<file path="src/rtl/spi_reg_ctrl.sv">
// spi_reg_ctrl: frames SPI byte traffic into single-cycle register bus reads/writes.
// Define SPI_REG_CTRL_AUTOINC_EN to advance reg_addr after every burst byte.
module spi_reg_ctrl #(
   parameter int ADDR_W = 7,
   parameter int DATA_W = 8
) (
   input  logic              clk27m,
   input  logic              rst,
   input  logic              cs_active,
   input  logic [DATA_W-1:0] rx_data,
   input  logic              rx_valid,
   output logic [DATA_W-1:0] tx_data,
   output logic              tx_start,
   output logic [ADDR_W-1:0] reg_addr,
   output logic [DATA_W-1:0] reg_wdata,
   output logic              reg_we,
   output logic              reg_re,
   input  logic [DATA_W-1:0] reg_rdata,
   output logic              busy,
   output logic              err_ovr
);
   localparam logic [2:0] S_IDLE  = 3'd0;
   localparam logic [2:0] S_CMD   = 3'd1;
   localparam logic [2:0] S_WR    = 3'd2;
   localparam logic [2:0] S_FETCH = 3'd3;
   localparam logic [2:0] S_LOAD  = 3'd4;
   localparam logic [2:0] S_WAIT  = 3'd5;

   logic [2:0]        r_state, w_next;
   logic [ADDR_W-1:0] r_addr, w_addr_inc;
   logic [DATA_W-1:0] r_tx, r_wdata;
   logic              r_start, r_we, r_re, r_busy, r_ovr;
   logic              w_cmd, w_wr, w_dummy, w_ovr;

`ifdef SPI_REG_CTRL_AUTOINC_EN
   assign w_addr_inc = r_addr + ADDR_W'(1);
`else
   assign w_addr_inc = r_addr;
`endif

   assign w_cmd   = r_state == S_CMD && rx_valid;
   assign w_wr    = r_state == S_WR && rx_valid;
   assign w_dummy = r_state == S_WAIT && rx_valid;
   assign w_ovr   = (r_state == S_FETCH || r_state == S_LOAD) && rx_valid;

   // Losing chip-select forces IDLE from any state; the current byte is still acted on.
   always_comb begin
      w_next = S_IDLE;
      case (r_state)
         S_IDLE:  w_next = S_CMD;
         S_CMD:   w_next = rx_valid ? (rx_data[DATA_W-1] ? S_FETCH : S_WR) : S_CMD;
         S_WR:    w_next = S_WR;
         S_FETCH: w_next = S_LOAD;
         S_LOAD:  w_next = S_WAIT;
         S_WAIT:  w_next = rx_valid ? S_FETCH : S_WAIT;
         default: w_next = S_IDLE;
      endcase
      if (!cs_active) w_next = S_IDLE;
   end

   always_ff @(posedge clk27m) begin
      if (rst) begin
         r_state <= S_IDLE;
         r_addr  <= '0;
         r_tx    <= '0;
         r_wdata <= '0;
         r_start <= 1'b0;
         r_we    <= 1'b0;
         r_re    <= 1'b0;
         r_busy  <= 1'b0;
         r_ovr   <= 1'b0;
      end else begin
         r_state <= w_next;
         r_busy  <= w_next != S_IDLE;
         r_re    <= w_next == S_FETCH;
         r_we    <= w_wr;
         r_start <= r_state == S_LOAD;
         if (w_wr) r_wdata <= rx_data;
         if (r_state == S_LOAD) r_tx <= reg_rdata;
         if (w_cmd) r_addr <= rx_data[ADDR_W-1:0];
         else if (r_we || w_dummy) r_addr <= w_addr_inc;
         if (r_state == S_IDLE && cs_active) r_ovr <= 1'b0;
         else if (w_ovr) r_ovr <= 1'b1;
      end
   end

   assign tx_data   = r_tx;
   assign tx_start  = r_start;
   assign reg_addr  = r_addr;
   assign reg_wdata = r_wdata;
   assign reg_we    = r_we;
   assign reg_re    = r_re;
   assign busy      = r_busy;
   assign err_ovr   = r_ovr;
endmodule

</file>
<file path="config.mk">
export PLATFORM = sky130hd
export DESIGN_NAME = spi_reg_ctrl
export DESIGN_NICKNAME = d
export VERILOG_FILES = /design/src/rtl/spi_reg_ctrl.sv
export SDC_FILE = /design/constraint.sdc
export NUM_CORES = 1
export LEC_CHECK = 0
export CAP_MARGIN = 20
export CORE_UTILIZATION = 58
export CTS_CLUSTER_DIAMETER = 50
export DETAILED_ROUTE_END_ITERATION = 8
export DONT_BUFFER_PORTS = 1
export PLACE_DENSITY = 0.74
export SKIP_CTS_REPAIR_TIMING = 1
export SLEW_MARGIN = 20
export SYNTH_ARGS = -nofsm -noshare
export SYNTH_HDL_FRONTEND = slang
export SYNTH_SLANG_ARGS = --single-unit
</file>
<file path="constraint.sdc">
create_clock -name clk27m -period 2.5 [get_ports clk27m]
set_input_delay 0.25 -clock clk27m [delete_from_list [all_inputs] [get_ports clk27m]]
set_output_delay 0.25 -clock clk27m [all_outputs]
set_load 0.01 [all_outputs]
</file>
; ---- After elaboration in Yosys (flattened, before gate mapping)
; Index checks and enable logic that the tools add are counted.
[word_totals]
reg_bits = 31
output_inout_bits = 28
word_cells = 28
[op_classes]
n_eq_ne = 6
mux = 5
n_reduce_logical = 8
[op_table]
columns = operator, n
row1 = 3-bit one-hot mux with 6 select lines, 1
row2 = 3-bit by 2-bit == test with 1-bit output (second input constant), 3
row3 = 3-bit == test (second input constant), 2
row4 = 3-bit two-way mux, 2
row5 = 1-bit logical AND, 4
row6 = 3-bit by 1-bit == test with 1-bit output (second input constant), 1
row7 = 3-bit logical NOT, 1
row8 = 3-bit nonzero test, 1
row9 = 2-bit two-way mux, 1
row10 = 2-bit OR reduction, 1
row11 = 1-bit logical OR, 1
row12 = 1-bit two-way mux, 1

; ---- Logic depth before layout (Yosys ltp)
; Gate-level depths: netlist of run 1.
[logic_depth]
depth_word = 5
depth_mapped = 5
mapped_depth_nobuf = 3

; ---- Least setup slack after synthesis of run 1
; OpenSTA, ideal clock, no wires.
[synth_path]
path_kind = reg-to-reg
start = register r_state[1]
end = register r_addr[0], in the netlist reg_addr[0]
setup_time_ps = 128
arrival_time_ps = 1035
t_required_ps = 2372
path_slack_ps = 1338
path_stages_with_launch = 6
n_path_buf = 2
synth_period_minus_slack_ps = 1162
path_cell_list = dfxtp_1 -> buf_6 -> and4bb_1 -> buf_4 -> mux2i_1 -> nor2_1
[synth_via]
elab_chain_len = 2
[synth_rtl]
columns = element, line
row1 = from (decl), 29  ; logic [2:0] r_state, w_next;
row2 = from (signal assigned), 73  ; r_state <= w_next;
row3 = 3-bit by 1-bit == test with 1-bit output, 41  ; assign w_cmd = r_state == S_CMD && rx_valid;
row4 = 1-bit logical AND, 41
row5 = to (signal assigned), 80  ; if (w_cmd) r_addr <= rx_data[ADDR_W-1:0];
row6 = to (signal assigned), 81  ; else if (r_we || w_dummy) r_addr <= w_addr_inc;
row7 = to (decl), 30  ; logic [ADDR_W-1:0] r_addr, w_addr_inc;
; No other way between the ends.
; A chain may end at the register's enable or synchronous reset.

; ---- Final worst setup path of run 1
[layout_path]
start = register r_state[1]
end = register r_addr[2], in the netlist reg_addr[2]
; The elaborated chain is that of the path after synthesis.

==> results of run 1 <==
[layer usage]
layer / up-vias / wire length, um / track usage, %
met3: 2 / 208 / 15.3
met2: 34 / 1020 / 32.2
met1: 359 / 891 / 23.8
li1: 393 / - / -
met4: 0 / 9 / 5.14
met5: - / 0 / 0
[worst max-delay path by stage]
stage                    start     endpoint  slack [ns]  depth (start not counted)
floorplan           r_state[1]  reg_addr[0]        1.34                          5
global placement    r_state[1]  reg_addr[0]        1.18                          3
detailed placement  r_state[0]  reg_addr[2]        1.12                          3
CTS                 r_state[0]  reg_addr[2]        1.10                          3
global route        r_state[0]  reg_addr[0]        0.98                          3
finish              r_state[1]  reg_addr[2]        1.07                          3
[where the power goes]
group / internal (mW) / total, mW / switching (mW) / leakage (nW)
registers: 0.501 / 0.511 / 0.00973 / 0.251
clock network: 0.130 / 0.284 / 0.154 / 0.0341
logic: 0.0119 / 0.0298 / 0.0179 / 0.133
total: 0.643 / 0.825 / 0.182 / 0.418
[layout make-up]
cell class | count | area (sq um)
clock buffer | 6 | 51.3
clock inverter | 1 | 5.00
fill | 159 | 594
inverter | 2 | 7.51
multi-input combinational | 77 | 474
sequential | 31 | 621
tap | 25 | 31.3
timing repair buffer | 2 | 17.5
[cells by family after synthesis]
kind of cell	count (synthesis)	synth area share, %
DFF	31	53.7
muxes	15	13.0
buffers and inverters	10	5.20
AOI/OAI and AO/OA	16	8.88
and+or+nand+nor	46	19.2
[through the flow]
step / instances / area, sq um / total power [mW] / hold slack (ns) / utilization (%)
final: 144 / 1210 / 0.825 / 0.0476 / 67.0
after global routing: 144 / 1210 / 0.861 / 0.0301 / 67.0
after CTS: 143 / 1200 / 0.827 / -0.0196 / 66.5
after detailed placement: 136 / 1140 / 0.544 / 0.321 / 63.3
after global placement: 136 / 1140 / 0.543 / 0.320 / 63.3
after floorplan: 118 / 1150 / 0.548 / 0.368 / -
[placed cells by master, fill, tap and decap left out]
cell type                       synthesis  layout
sky130_fd_sc_hd__a211oi_1               1       1
sky130_fd_sc_hd__a21oi_1               11      11
sky130_fd_sc_hd__a221oi_2               1       1
sky130_fd_sc_hd__a311oi_1               1       1
sky130_fd_sc_hd__and3b_1                1       1
sky130_fd_sc_hd__and4bb_1               2       2
sky130_fd_sc_hd__buf_4                  1       1
sky130_fd_sc_hd__clkbuf_4               0       5
sky130_fd_sc_hd__clkbuf_8               0       1
sky130_fd_sc_hd__clkinv_2               0       1
sky130_fd_sc_hd__dfxtp_1               31      31
sky130_fd_sc_hd__dlygate4sd3_1          0       1
sky130_fd_sc_hd__inv_1                  2       2
sky130_fd_sc_hd__mux2i_1               15      15
sky130_fd_sc_hd__nand2_1               18      18
sky130_fd_sc_hd__nand2b_1               1       1
sky130_fd_sc_hd__nand4bb_1              1       1
sky130_fd_sc_hd__nor2_1                19      19
sky130_fd_sc_hd__nor2b_1                2       2
sky130_fd_sc_hd__nor3b_2                1       1
sky130_fd_sc_hd__o21ai_2                1       1
sky130_fd_sc_hd__o31ai_1                1       1
sky130_fd_sc_hd__or2_1                  1       1
[flip-flops by register name, indices dropped and copies added (netlist names)]
signal and flops:
reg_addr 7, err_ovr 1, reg_re 1, busy 1, reg_we 1, reg_wdata 8, tx_start 1, tx_data 8
r_state 3
==> flow_summary.html, run 1 <==
<table>
<tr><th>Metric</th><th>Value</th></tr>
<tr><th colspan="2">Worst hold path</th></tr>
<tr><td>Sink of the worst hold path</td><td>busy</td></tr>
<tr><td>Worst Hold Class</td><td>input port to flip-flop</td></tr>
<tr><td>WHS Path Cells</td><td>2</td></tr>
<tr><td>Hold path start</td><td>cs_active</td></tr>
<tr><th colspan="2">Yosys</th></tr>
<tr><td>Number of synthesized register bits</td><td>31</td></tr>
<tr><td>Number of synthesized flops with an enable pin</td><td>0</td></tr>
<tr><td>Syn_area_per_cell</td><td>9.79 sq um</td></tr>
<tr><td>Number of instances in the synthesized netlist</td><td>118</td></tr>
<tr><td>Synth Cell Area</td><td>1150 sq um</td></tr>
<tr><td>Synth area leaders</td><td>sky130_fd_sc_hd__dfxtp_1 54%, sky130_fd_sc_hd__mux2i_1 13%, sky130_fd_sc_hd__nor2_1 6.2%</td></tr>
<tr><td>Syn Nets</td><td>between 100 and 150</td></tr>
<tr><td>Fraction of the yosys area taken by sequential cells</td><td>between 50% and 60%</td></tr>
<tr><td>Number of unique standard cell types used by synthesis</td><td>22</td></tr>
<tr><td>Leading area contributor after synthesis</td><td>sky130_fd_sc_hd__dfxtp_1</td></tr>
<tr><td>Most common cell in the synthesized netlist</td><td>sky130_fd_sc_hd__dfxtp_1</td></tr>
<tr><td>Top_reg_cell synth</td><td>sky130_fd_sc_hd__dfxtp_1</td></tr>
<tr><td>Most used standard cells in the synthesized netlist</td><td>31 x sky130_fd_sc_hd__dfxtp_1, 19 x sky130_fd_sc_hd__nor2_1, 18 x sky130_fd_sc_hd__nand2_1, 15 x sky130_fd_sc_hd__mux2i_1, 11 x sky130_fd_sc_hd__a21oi_1</td></tr>
<tr><td>Number of warnings issued by yosys</td><td>0</td></tr>
<tr><td>Async set or reset register ratio after synthesis</td><td>0%</td></tr>
<tr><td>Share of the synthesized area in the top cell type</td><td>a little over half</td></tr>
<tr><th colspan="2">Timing</th></tr>
<tr><td>Smallest setup slack after layout</td><td>1.07 ns</td></tr>
<tr><td>Largest clock skew in the final design</td><td>0.00389 ns</td></tr>
<tr><td>Count of final setup violators</td><td>0</td></tr>
<tr><td>Number of max-slew violations in the final report</td><td>0</td></tr>
<tr><td>Final hold violation count</td><td>0</td></tr>
<tr><td>Unrepaired setup endpoints after global routing</td><td>false</td></tr>
<tr><td>Minimum period implied by the final worst setup slack</td><td>1.43 ns</td></tr>
<tr><td>Final sum of negative setup slack</td><td>0 ns</td></tr>
<tr><td>Tightest Pin Transition</td><td>just under 1 ns</td></tr>
<tr><td>Final cycle utilization of the critical path</td><td>between 50% and 60%</td></tr>
<tr><td>Max_slew headroom</td><td>~34%</td></tr>
<tr><td>Fmax</td><td>roughly 700 MHz</td></tr>
<tr><th colspan="2">Setup path</th></tr>
<tr><td>R2R Path End</td><td>reg_addr[2]</td></tr>
<tr><td>Kind of start point of the critical path</td><td>flip-flop</td></tr>
<tr><td>Required time of the critical path</td><td>2.67 ns</td></tr>
<tr><td>Max incr delay on CP</td><td>0.58 ns</td></tr>
<tr><td>Flop2flop setup slack</td><td>~1.1 ns</td></tr>
<tr><td>Worst R2R Path Depth</td><td>3</td></tr>
<tr><td>Capturing element type of the critical path</td><td>flip-flop</td></tr>
<tr><td>R2r startpoint</td><td>r_state[1]</td></tr>
<tr><td>Slowest library cell on the worst path</td><td>sky130_fd_sc_hd__and4bb_1</td></tr>
<tr><td>Worst-path fanout max</td><td>10</td></tr>
<tr><td>Crit path cell chain</td><td>and4bb_1 -&gt; mux2i_1 -&gt; nor2_1</td></tr>
<tr><td>Critical path's top delay family</td><td>simple AND/OR/NAND/NOR gates</td></tr>
<tr><td>Count of buffering cells on the critical path with inverters included</td><td>0</td></tr>
<tr><td>Type of the setup path with the least slack</td><td>flip-flop to flip-flop</td></tr>
<tr><td>Critical Path AT</td><td>1.61 ns</td></tr>
<tr><th colspan="2">Placement</th></tr>
<tr><td>DPL Wire Length</td><td>roughly 1500 um</td></tr>
<tr><td>Routability-driven placement congestion ratio</td><td>0.724</td></tr>
<tr><td>Worst slack at placement</td><td>about 1.1 ns</td></tr>
<tr><td>Buffers on Ports</td><td>0</td></tr>
<tr><th colspan="2">Cells and area</th></tr>
<tr><td>Fraction of layout instances using a drive strength above 1</td><td>a little over 9%</td></tr>
<tr><td>Final nets</td><td>139</td></tr>
<tr><td>Area added between synthesis and finish</td><td>4.55%</td></tr>
<tr><td>Antenna cell count</td><td>0</td></tr>
<tr><th colspan="2">Floorplan</th></tr>
<tr><td>Initial core utilization</td><td>64.1%</td></tr>
<tr><td>Die boundary width</td><td>around 47 um</td></tr>
<tr><td>Area of the die</td><td>roughly 2200 sq um</td></tr>
<tr><td>Area inside the core boundary</td><td>1800 sq um</td></tr>
<tr><td>Std-Cell Rows</td><td>15</td></tr>
<tr><td>Number of I/O pins</td><td>48</td></tr>
<tr><td>Die Ht</td><td>about 47 um</td></tr>
<tr><th colspan="2">Clocking</th></tr>
<tr><td>Clock slew seen by the registers of the worst setup and hold paths</td><td>around 0.090 ns</td></tr>
<tr><td>TritonCTS sink count</td><td>31</td></tr>
<tr><td>CTS Root Buffer Type</td><td>sky130_fd_sc_hd__clkbuf_4</td></tr>
<tr><td>CTS Buf Count</td><td>5</td></tr>
<tr><td>Maximum level of the CTS H-tree</td><td>2</td></tr>
<tr><td>Worst-Skew Late Latency</td><td>about 0.32 ns</td></tr>
<tr><td>Maximum root-to-sink buffer count</td><td>2</td></tr>
<tr><td>CTS tree</td><td>built</td></tr>
<tr><th colspan="2">GRT</th></tr>
<tr><td>Largest net degree at the start of global routing</td><td>30</td></tr>
<tr><td>Vias in the first global route</td><td>approximately 750</td></tr>
<tr><td>Total overflow reported by the global router</td><td>0</td></tr>
<tr><td>Overall Global Routing Usage</td><td>approximately a fifth</td></tr>
<tr><td>Number of antenna violations at the first check in global routing</td><td>0</td></tr>
<tr><td>Wire length of the first global-routing pass</td><td>3100 um</td></tr>
<tr><th colspan="2">Detailed routing</th></tr>
<tr><td>Antenna Violating Nets Remaining</td><td>0</td></tr>
<tr><td>Vias per inst</td><td>roughly 5.5</td></tr>
<tr><td>Number of DRC violations after detailed-routing iteration 0</td><td>5</td></tr>
<tr><td>1st-pass router iterations</td><td>4</td></tr>
<tr><td>Vias post-DR</td><td>788</td></tr>
<tr><td>Routed wire length</td><td>between 2000 and 2500 um</td></tr>
<tr><td>Drt drc</td><td>0</td></tr>
<tr><td>Routed len/inst</td><td>between 10 and 15 um</td></tr>
<tr><th colspan="2">Power</th></tr>
<tr><td>Leakage power figure</td><td>0.418 nW</td></tr>
<tr><td>IR drop worst, VDD</td><td>approximately 0.43 mV</td></tr>
<tr><td>Power Dens Cells</td><td>~700 nW/um^2</td></tr>
<tr><th colspan="2">Run status</th></tr>
<tr><td>Status</td><td>finished clean</td></tr>
<tr><th colspan="2">Job</th></tr>
<tr><td>Max capacitance violation total</td><td>0</td></tr>
</table>
Power figures use the tool's default switching activity.
==> inputs of run 2 (changes only) <==
- clock period: 2.5 -> 1.5 ns (I/O delays scaled with it)
==> run 2 against run 1 <==
The run now ends with negative hold slack left. Flip-flop and latch count unchanged. Total power increased by 89%. First-iteration DRC count increased by 40%. Sequential share of layout area decreased by 0.84 points. Critical path depth unchanged. Global-route usage decreased by 1.2 points. Via count decreased by 2.5%. Register-to-register slack got worse by 0.93 ns. Largest power group unchanged. Highest routed layer unchanged.
==> flow_summary.html, run 2 (synthesis results as in run 1) <==
<table>
<tr><th>Metric</th><th>Value</th></tr>
<tr><th colspan="2">Setup path</th></tr>
<tr><td>Worst Setup EP</td><td>reg_addr[6]</td></tr>
<tr><td>Worst R2R Path Depth</td><td>3 (unchanged)</td></tr>
<tr><td>Count of buffering cells on the critical path with inverters included</td><td>0 (unchanged)</td></tr>
<tr><td>Capturing element type of the critical path</td><td>flip-flop</td></tr>
<tr><td>Crit path cell chain</td><td>and4bb_1 -&gt; mux2i_1 -&gt; nor2_1</td></tr>
<tr><td>Max incr delay on CP</td><td>0.58 ns (about the same)</td></tr>
<tr><td>Start point of the critical path</td><td>r_state[1]</td></tr>
<tr><td>R2R Path End</td><td>reg_addr[6]</td></tr>
<tr><td>Number of cells on the critical path</td><td>3 (unchanged)</td></tr>
<tr><td>Flop2flop setup slack</td><td>0.13 ns (-0.93 ns)</td></tr>
<tr><td>Slowest library cell on the worst path</td><td>sky130_fd_sc_hd__and4bb_1</td></tr>
<tr><td>Worst-path fanout max</td><td>10 (unchanged)</td></tr>
<tr><td>Kind of start point of the critical path</td><td>flip-flop</td></tr>
<tr><td>Type of the setup path with the least slack</td><td>flip-flop to flip-flop</td></tr>
<tr><td>Critical path's top delay family</td><td>simple AND/OR/NAND/NOR gates</td></tr>
<tr><td>Required time of the critical path</td><td>1.73 ns (-0.94 ns)</td></tr>
<tr><td>R2r startpoint</td><td>r_state[1]</td></tr>
<tr><td>Critical Path AT</td><td>1.60 ns (about the same)</td></tr>
<tr><th colspan="2">Timing</th></tr>
<tr><td>Unrepaired setup endpoints after global routing</td><td>false</td></tr>
<tr><td>Fmax</td><td>731 MHz (+4.8%)</td></tr>
<tr><td>Tightest Pin Transition</td><td>0.424 ns (-0.565 ns)</td></tr>
<tr><td>Largest clock skew in the final design</td><td>0.00348 ns (-0.000419 ns)</td></tr>
<tr><td>Final sum of negative setup slack</td><td>0 ns (unchanged)</td></tr>
<tr><td>Number of max-slew violations in the final report</td><td>0 (unchanged)</td></tr>
<tr><td>Final cycle utilization of the critical path</td><td>91.2% (+34 points)</td></tr>
<tr><td>Worst-case hold slack</td><td>-0.118 ns (-0.165 ns)</td></tr>
<tr><td>Max_slew headroom</td><td>71.7% (+38 points)</td></tr>
<tr><td>Final hold violation count</td><td>28 (+28)</td></tr>
<tr><td>Count of final setup violators</td><td>0 (unchanged)</td></tr>
<tr><td>Minimum period implied by the final worst setup slack</td><td>1.37 ns (-0.0654 ns)</td></tr>
<tr><th colspan="2">Detailed routing</th></tr>
<tr><td>Antenna Violating Nets Remaining</td><td>0 (unchanged)</td></tr>
<tr><td>Routed len/inst</td><td>14.0 um (-5.3%)</td></tr>
<tr><td>Vias per inst</td><td>5.33 (-2.5%)</td></tr>
<tr><td>Routed wire length</td><td>2020 um (-5.3%)</td></tr>
<tr><td>1st-pass router iterations</td><td>4 (unchanged)</td></tr>
<tr><td>Number of DRC violations after detailed-routing iteration 0</td><td>7 (+2)</td></tr>
<tr><td>Vias post-DR</td><td>768 (-2.5%)</td></tr>
<tr><td>Drt drc</td><td>0 (unchanged)</td></tr>
<tr><th colspan="2">Clocking</th></tr>
<tr><td>Worst-Skew Late Latency</td><td>0.32 ns (about the same)</td></tr>
<tr><td>Maximum root-to-sink buffer count</td><td>2 (unchanged)</td></tr>
<tr><td>TritonCTS sink count</td><td>31 (unchanged)</td></tr>
<tr><td>Clock slew seen by the registers of the worst setup and hold paths</td><td>0.09 ns (about the same)</td></tr>
<tr><td>Maximum level of the CTS H-tree</td><td>2 (unchanged)</td></tr>
<tr><td>CTS Buf Count</td><td>5 (unchanged)</td></tr>
<tr><td>CTS tree</td><td>built</td></tr>
<tr><td>CTS Root Buffer Type</td><td>sky130_fd_sc_hd__clkbuf_4</td></tr>
<tr><th colspan="2">Power</th></tr>
<tr><td>Overall power</td><td>1.56 mW (+89%)</td></tr>
<tr><td>Power Dens Cells</td><td>1270 nW/um^2 (+86%)</td></tr>
<tr><td>Leakage power figure</td><td>0.427 nW (+2.4%)</td></tr>
<tr><td>IR drop worst, VDD</td><td>0.855 mV (+99%)</td></tr>
<tr><th colspan="2">Floorplan</th></tr>
<tr><td>Area of the die</td><td>2170 sq um (unchanged)</td></tr>
<tr><td>Die Ht</td><td>46.6 um (unchanged)</td></tr>
<tr><td>Initial core utilization</td><td>64.1% (unchanged)</td></tr>
<tr><td>Area inside the core boundary</td><td>1800 sq um (unchanged)</td></tr>
<tr><td>Std-Cell Rows</td><td>15 (unchanged)</td></tr>
<tr><td>Number of I/O pins</td><td>48 (unchanged)</td></tr>
<tr><td>Die boundary width</td><td>46.6 um (unchanged)</td></tr>
<tr><th colspan="2">Job</th></tr>
<tr><td>Max capacitance violation total</td><td>0 (unchanged)</td></tr>
<tr><th colspan="2">GRT</th></tr>
<tr><td>Number of antenna violations at the first check in global routing</td><td>0 (unchanged)</td></tr>
<tr><td>Overall Global Routing Usage</td><td>20.0% (-1.2 points)</td></tr>
<tr><td>Vias in the first global route</td><td>672 (-10%)</td></tr>
<tr><td>Total overflow reported by the global router</td><td>0 (unchanged)</td></tr>
<tr><td>Largest net degree at the start of global routing</td><td>30 (unchanged)</td></tr>
<tr><td>Wire length of the first global-routing pass</td><td>2870 um (-7.4%)</td></tr>
<tr><th colspan="2">Run status</th></tr>
<tr><td>Violations in the final reports</td><td>negative hold slack</td></tr>
<tr><td>Status</td><td>finished, violations left</td></tr>
<tr><th colspan="2">Placement</th></tr>
<tr><td>Routability-driven placement congestion ratio</td><td>0.748 (+3.3%)</td></tr>
<tr><td>DPL Wire Length</td><td>1440 um (-0.93%)</td></tr>
<tr><td>Buffers on Ports</td><td>0 (unchanged)</td></tr>
<tr><th colspan="2">Cells and area</th></tr>
<tr><td>Final nets</td><td>138 (-0.72%)</td></tr>
<tr><td>Most frequent standard cell in the layout excluding fill and tap cells</td><td>sky130_fd_sc_hd__dfxtp_1</td></tr>
<tr><td>Area added between synthesis and finish</td><td>6.28%</td></tr>
<tr><td>Antenna cell count</td><td>0 (unchanged)</td></tr>
<tr><td>Filler cell count in the final layout</td><td>163 (+2.5%)</td></tr>
<tr><td>Fraction of layout instances using a drive strength above 1</td><td>10.1% (+0.84 points)</td></tr>
<tr><td>Leading cell types in the layout, fill and taps excluded</td><td>31 x sky130_fd_sc_hd__dfxtp_1, 19 x sky130_fd_sc_hd__nor2_1, 18 x sky130_fd_sc_hd__nand2_1</td></tr>
<tr><th colspan="2">Worst hold path</th></tr>
<tr><td>Worst Hold Class</td><td>input port to flip-flop</td></tr>
</table>
## run 2: final cells by class
cell class | count | area, sq um | area share [%]
Clock inverter | 2 | 35.0 | 2.85
Sequential cell | 31 | 621 | 50.6
Inverter | 2 | 7.51 | 0.612
Tap cell | 25 | 31.3 | 2.55
Multi-Input combinational cell | 77 | 474 | 38.6
Clock buffer | 6 | 51.3 | 4.18
Timing Repair Buffer | 1 | 7.51 | 0.612
## run 2: through the flow
step	util (%)	instances	cell area (sq um)	hold slack [ns]	setup slack [ns]
CTS	68.1	144	1230	-0.136	0.109
finish	68.1	144	1230	-0.118	0.132
detailed placement	63.3	136	1140	0.221	0.120
floorplan	-	118	1150	0.268	0.338
global route	68.1	144	1230	-0.144	0.0235
global placement	63.3	136	1140	0.221	0.183
## run 2: per-layer routing
| metal | GRT usage [%] | share of wire, % |
|---|---|---|
| met3 | 14.5 | 10 |
| met4 | 6.86 | 0.94 |
| met2 | 30.8 | 47 |
| met5 | 0 | 0 |
| met1 | 21.3 | 41 |
## run 2: worst min path at each step
stage                    from           end  slack [ns]  cells after the start
floorplan           cs_active          busy        0.27                      2
global placement          rst       err_ovr        0.22                      1
detailed placement        rst       err_ovr        0.22                      1
CTS                       rst  reg_wdata[2]       -0.14                      1
global route              rst       err_ovr       -0.14                      1
finish                    rst       err_ovr       -0.12                      1
## run 2: where the power goes
group          leakage, nW  internal [mW]  switching, mW  total [mW]
clock network       0.0482          0.394          0.275       0.668
logic                0.129         0.0182         0.0184      0.0367
registers            0.251          0.835         0.0160       0.851
total                0.427           1.25          0.309        1.56
==> inputs of run 3 (changes only) <==
- CORE_MARGIN: not set -> 1.5
==> run 3 against run 2 <==
The run now ends clean. Total power decreased by 11%. Hold slack better by 0.12 ns. Via count up 15%. Count of clock-buffer cells in the layout rose by 1. Wire length grew 15%. Design area is 12% higher. Cell count up 13%. Critical path depth is the same. Clock power decreased by 33%. Clock skew rose by 0.0073 ns. Highest routed layer unchanged. Sequential share of layout area down 5.3 points. Largest cell class unchanged. First-iteration DRC count rose to 2.6 times the previous value.
==> flow_summary.html, run 3 (synthesis results as in run 1) <==
<table>
<tr><th>Metric</th><th>Value</th></tr>
<tr><th colspan="2">Run status</th></tr>
<tr><td>Status</td><td>finished clean</td></tr>
<tr><th colspan="2">Cells and area</th></tr>
<tr><td>Leading cell types in the layout, fill and taps excluded</td><td>31 x sky130_fd_sc_hd__dfxtp_1, 19 x sky130_fd_sc_hd__nor2_1, 18 x sky130_fd_sc_hd__nand2_1, 18 x sky130_fd_sc_hd__dlygate4sd3_1, 15 x sky130_fd_sc_hd__mux2i_1</td></tr>
<tr><td>Most frequent standard cell in the layout excluding fill and tap cells</td><td>sky130_fd_sc_hd__dfxtp_1</td></tr>
<tr><td>Fraction of layout instances using a drive strength above 1</td><td>7.30% (-2.8 points)</td></tr>
<tr><td>Area added between synthesis and finish</td><td>18.7%</td></tr>
<tr><td>Antenna cell count</td><td>0 (unchanged)</td></tr>
<tr><td>Filler cell count in the final layout</td><td>140 (-14%)</td></tr>
<tr><td>Final nets</td><td>156 (+13%)</td></tr>
<tr><th colspan="2">Setup path</th></tr>
<tr><td>Type of the setup path with the least slack</td><td>flip-flop to flip-flop</td></tr>
<tr><td>Worst-path fanout max</td><td>10 (unchanged)</td></tr>
<tr><td>Count of buffering cells on the critical path with inverters included</td><td>0 (unchanged)</td></tr>
<tr><td>R2r startpoint</td><td>r_state[1]</td></tr>
<tr><td>Max incr delay on CP</td><td>0.58 ns (about the same)</td></tr>
<tr><td>Start point of the critical path</td><td>r_state[1]</td></tr>
<tr><td>Capturing element type of the critical path</td><td>flip-flop</td></tr>
<tr><td>Crit path cell chain</td><td>and4bb_1 -&gt; mux2i_1 -&gt; nor2_1</td></tr>
<tr><td>Slowest library cell on the worst path</td><td>sky130_fd_sc_hd__and4bb_1</td></tr>
<tr><td>Critical path's top delay family</td><td>simple AND/OR/NAND/NOR gates</td></tr>
<tr><td>Kind of start point of the critical path</td><td>flip-flop</td></tr>
<tr><td>Critical Path AT</td><td>1.60 ns (about the same)</td></tr>
<tr><td>Required time of the critical path</td><td>1.68 ns (-0.05 ns)</td></tr>
<tr><th colspan="2">Clocking</th></tr>
<tr><td>CTS Buf Count</td><td>5 (unchanged)</td></tr>
<tr><td>CTS Root Buffer Type</td><td>sky130_fd_sc_hd__clkbuf_4</td></tr>
<tr><td>Maximum level of the CTS H-tree</td><td>2 (unchanged)</td></tr>
<tr><td>CTS tree</td><td>built</td></tr>
<tr><td>Worst-Skew Late Latency</td><td>0.33 ns (about the same)</td></tr>
<tr><td>TritonCTS sink count</td><td>31 (unchanged)</td></tr>
<tr><td>Clock slew seen by the registers of the worst setup and hold paths</td><td>0.09 ns (about the same)</td></tr>
<tr><td>Maximum root-to-sink buffer count</td><td>2 (unchanged)</td></tr>
<tr><th colspan="2">Detailed routing</th></tr>
<tr><td>1st-pass router iterations</td><td>4 (unchanged)</td></tr>
<tr><td>Vias per inst</td><td>5.44 (+2.0%)</td></tr>
<tr><td>Vias post-DR</td><td>881 (+15%)</td></tr>
<tr><td>Routed wire length</td><td>2330 um (+15%)</td></tr>
<tr><td>Drt drc</td><td>0 (unchanged)</td></tr>
<tr><td>Routed len/inst</td><td>14.4 um (+2.6%)</td></tr>
<tr><td>Number of DRC violations after detailed-routing iteration 0</td><td>18 (+11)</td></tr>
<tr><td>Antenna Violating Nets Remaining</td><td>0 (unchanged)</td></tr>
<tr><th colspan="2">Timing</th></tr>
<tr><td>Fmax</td><td>703 MHz (-3.9%)</td></tr>
<tr><td>Tightest Pin Transition</td><td>0.994 ns (+0.570 ns)</td></tr>
<tr><td>Unrepaired setup endpoints after global routing</td><td>false</td></tr>
<tr><td>Number of max-slew violations in the final report</td><td>0 (unchanged)</td></tr>
<tr><td>Final cycle utilization of the critical path</td><td>94.9% (+3.7 points)</td></tr>
<tr><td>Smallest setup slack after layout</td><td>0.0768 ns (-0.0548 ns)</td></tr>
<tr><td>Worst-case hold slack</td><td>0.00504 ns (+0.123 ns)</td></tr>
<tr><td>Final hold violation count</td><td>0 (-100%)</td></tr>
<tr><td>Count of final setup violators</td><td>0 (unchanged)</td></tr>
<tr><td>Minimum period implied by the final worst setup slack</td><td>1.42 ns (+0.0548 ns)</td></tr>
<tr><td>Max_slew headroom</td><td>33.5% (-38 points)</td></tr>
<tr><td>Final sum of negative setup slack</td><td>0 ns (unchanged)</td></tr>
<tr><td>Largest clock skew in the final design</td><td>0.0107 ns (+0.00726 ns)</td></tr>
<tr><th colspan="2">Placement</th></tr>
<tr><td>Worst slack at placement</td><td>0.141 ns (+0.0206 ns)</td></tr>
<tr><td>Routability-driven placement congestion ratio</td><td>0.858 (+15%)</td></tr>
<tr><td>Buffers on Ports</td><td>0 (unchanged)</td></tr>
<tr><td>DPL Wire Length</td><td>1440 um (-0.30%)</td></tr>
<tr><th colspan="2">Floorplan</th></tr>
<tr><td>Initial core utilization</td><td>64.1% (unchanged)</td></tr>
<tr><td>Std-Cell Rows</td><td>15 (unchanged)</td></tr>
<tr><td>Area of the die</td><td>2270 sq um (+4.3%)</td></tr>
<tr><td>Die boundary width</td><td>47.6 um (+2.1%)</td></tr>
<tr><td>Die Ht</td><td>47.6 um (+2.1%)</td></tr>
<tr><td>Area inside the core boundary</td><td>1800 sq um (unchanged)</td></tr>
<tr><td>Number of I/O pins</td><td>48 (unchanged)</td></tr>
<tr><th colspan="2">Power</th></tr>
<tr><td>IR drop worst, VDD</td><td>0.825 mV (-3.5%)</td></tr>
<tr><td>Leakage power figure</td><td>0.484 nW (+13%)</td></tr>
<tr><td>Power Dens Cells</td><td>1010 nW/um^2 (-20%)</td></tr>
<tr><th colspan="2">GRT</th></tr>
<tr><td>Vias in the first global route</td><td>683 (+1.6%)</td></tr>
<tr><td>Wire length of the first global-routing pass</td><td>2950 um (+2.9%)</td></tr>
<tr><td>Largest net degree at the start of global routing</td><td>30 (unchanged)</td></tr>
<tr><td>Number of antenna violations at the first check in global routing</td><td>0 (unchanged)</td></tr>
<tr><td>Total overflow reported by the global router</td><td>0 (unchanged)</td></tr>
<tr><td>Overall Global Routing Usage</td><td>19.9% (-0.16 points)</td></tr>
<tr><th colspan="2">Worst hold path</th></tr>
<tr><td>Hold path start</td><td>reg_rdata[0]</td></tr>
<tr><td>Worst Hold Class</td><td>input port to flip-flop</td></tr>
<tr><th colspan="2">Job</th></tr>
<tr><td>Max capacitance violation total</td><td>0 (unchanged)</td></tr>
</table>
[run 3: changes by cell type in the layout (fill, tap and decap cells not counted)]
cell	previous run	this run
sky130_fd_sc_hd__clkbuf_8	1	0
sky130_fd_sc_hd__clkbuf_1	0	2
sky130_fd_sc_hd__bufinv_16	1	0
sky130_fd_sc_hd__dlygate4sd3_1	0	18
[run 3: worst paths after layout]
kind	endpoint	slack, ns	cells after the start
worst max-delay path	reg_addr[6]	0.08	3
worst min-delay path	tx_data[0]	0.005	2
worst max register to register	reg_addr[6]	0.08	3
worst min register to register	reg_wdata[7]	0.51	2
[run 3: area by class of cell]
cell class              instances  area, sq um  share of cell area [%]
clock buffers                   7         45.0                    3.28
flip-flops and latches         31          621                    45.3
clock inverters                 1         5.00                   0.365
repair buffers                 19          188                    13.7
multi-input cells              77          474                    34.6
well taps                      25         31.3                    2.28
inverters                       2         7.51                   0.547
[run 3: routing by layer]
| layer | vias to the layer above | global-route usage, % | routed length (um) |
|---|---|---|---|
| li1 | 427 | - | - |
| met1 | 412 | 21.2 | 975 |
| met2 | 37 | 31.4 | 1140 |
| met3 | 5 | 11.7 | 165 |
| met4 | 0 | 9.73 | 44 |
| met5 | - | 0 | 0 |
[run 3: metrics by stage]
stage	cell area (sq um)	power (mW)	utilization, %	std cells
6_report	1370	1.39	76.1	162
5_1_grt	1370	1.44	76.1	162
4_1_cts	1190	1.35	66.1	144
3_5_place_dp	1140	0.907	63.3	136
3_3_place_gp	1140	0.906	63.3	136
2_1_floorplan	1150	0.913	-	118
[run 3: where the power goes]
| group | leakage [nW] | switching [mW] | internal [mW] |
|---|---|---|---|
| clock | 0.0293 | 0.265 | 0.182 |
| combinational | 0.204 | 0.0409 | 0.0495 |
| sequential | 0.251 | 0.0159 | 0.835 |
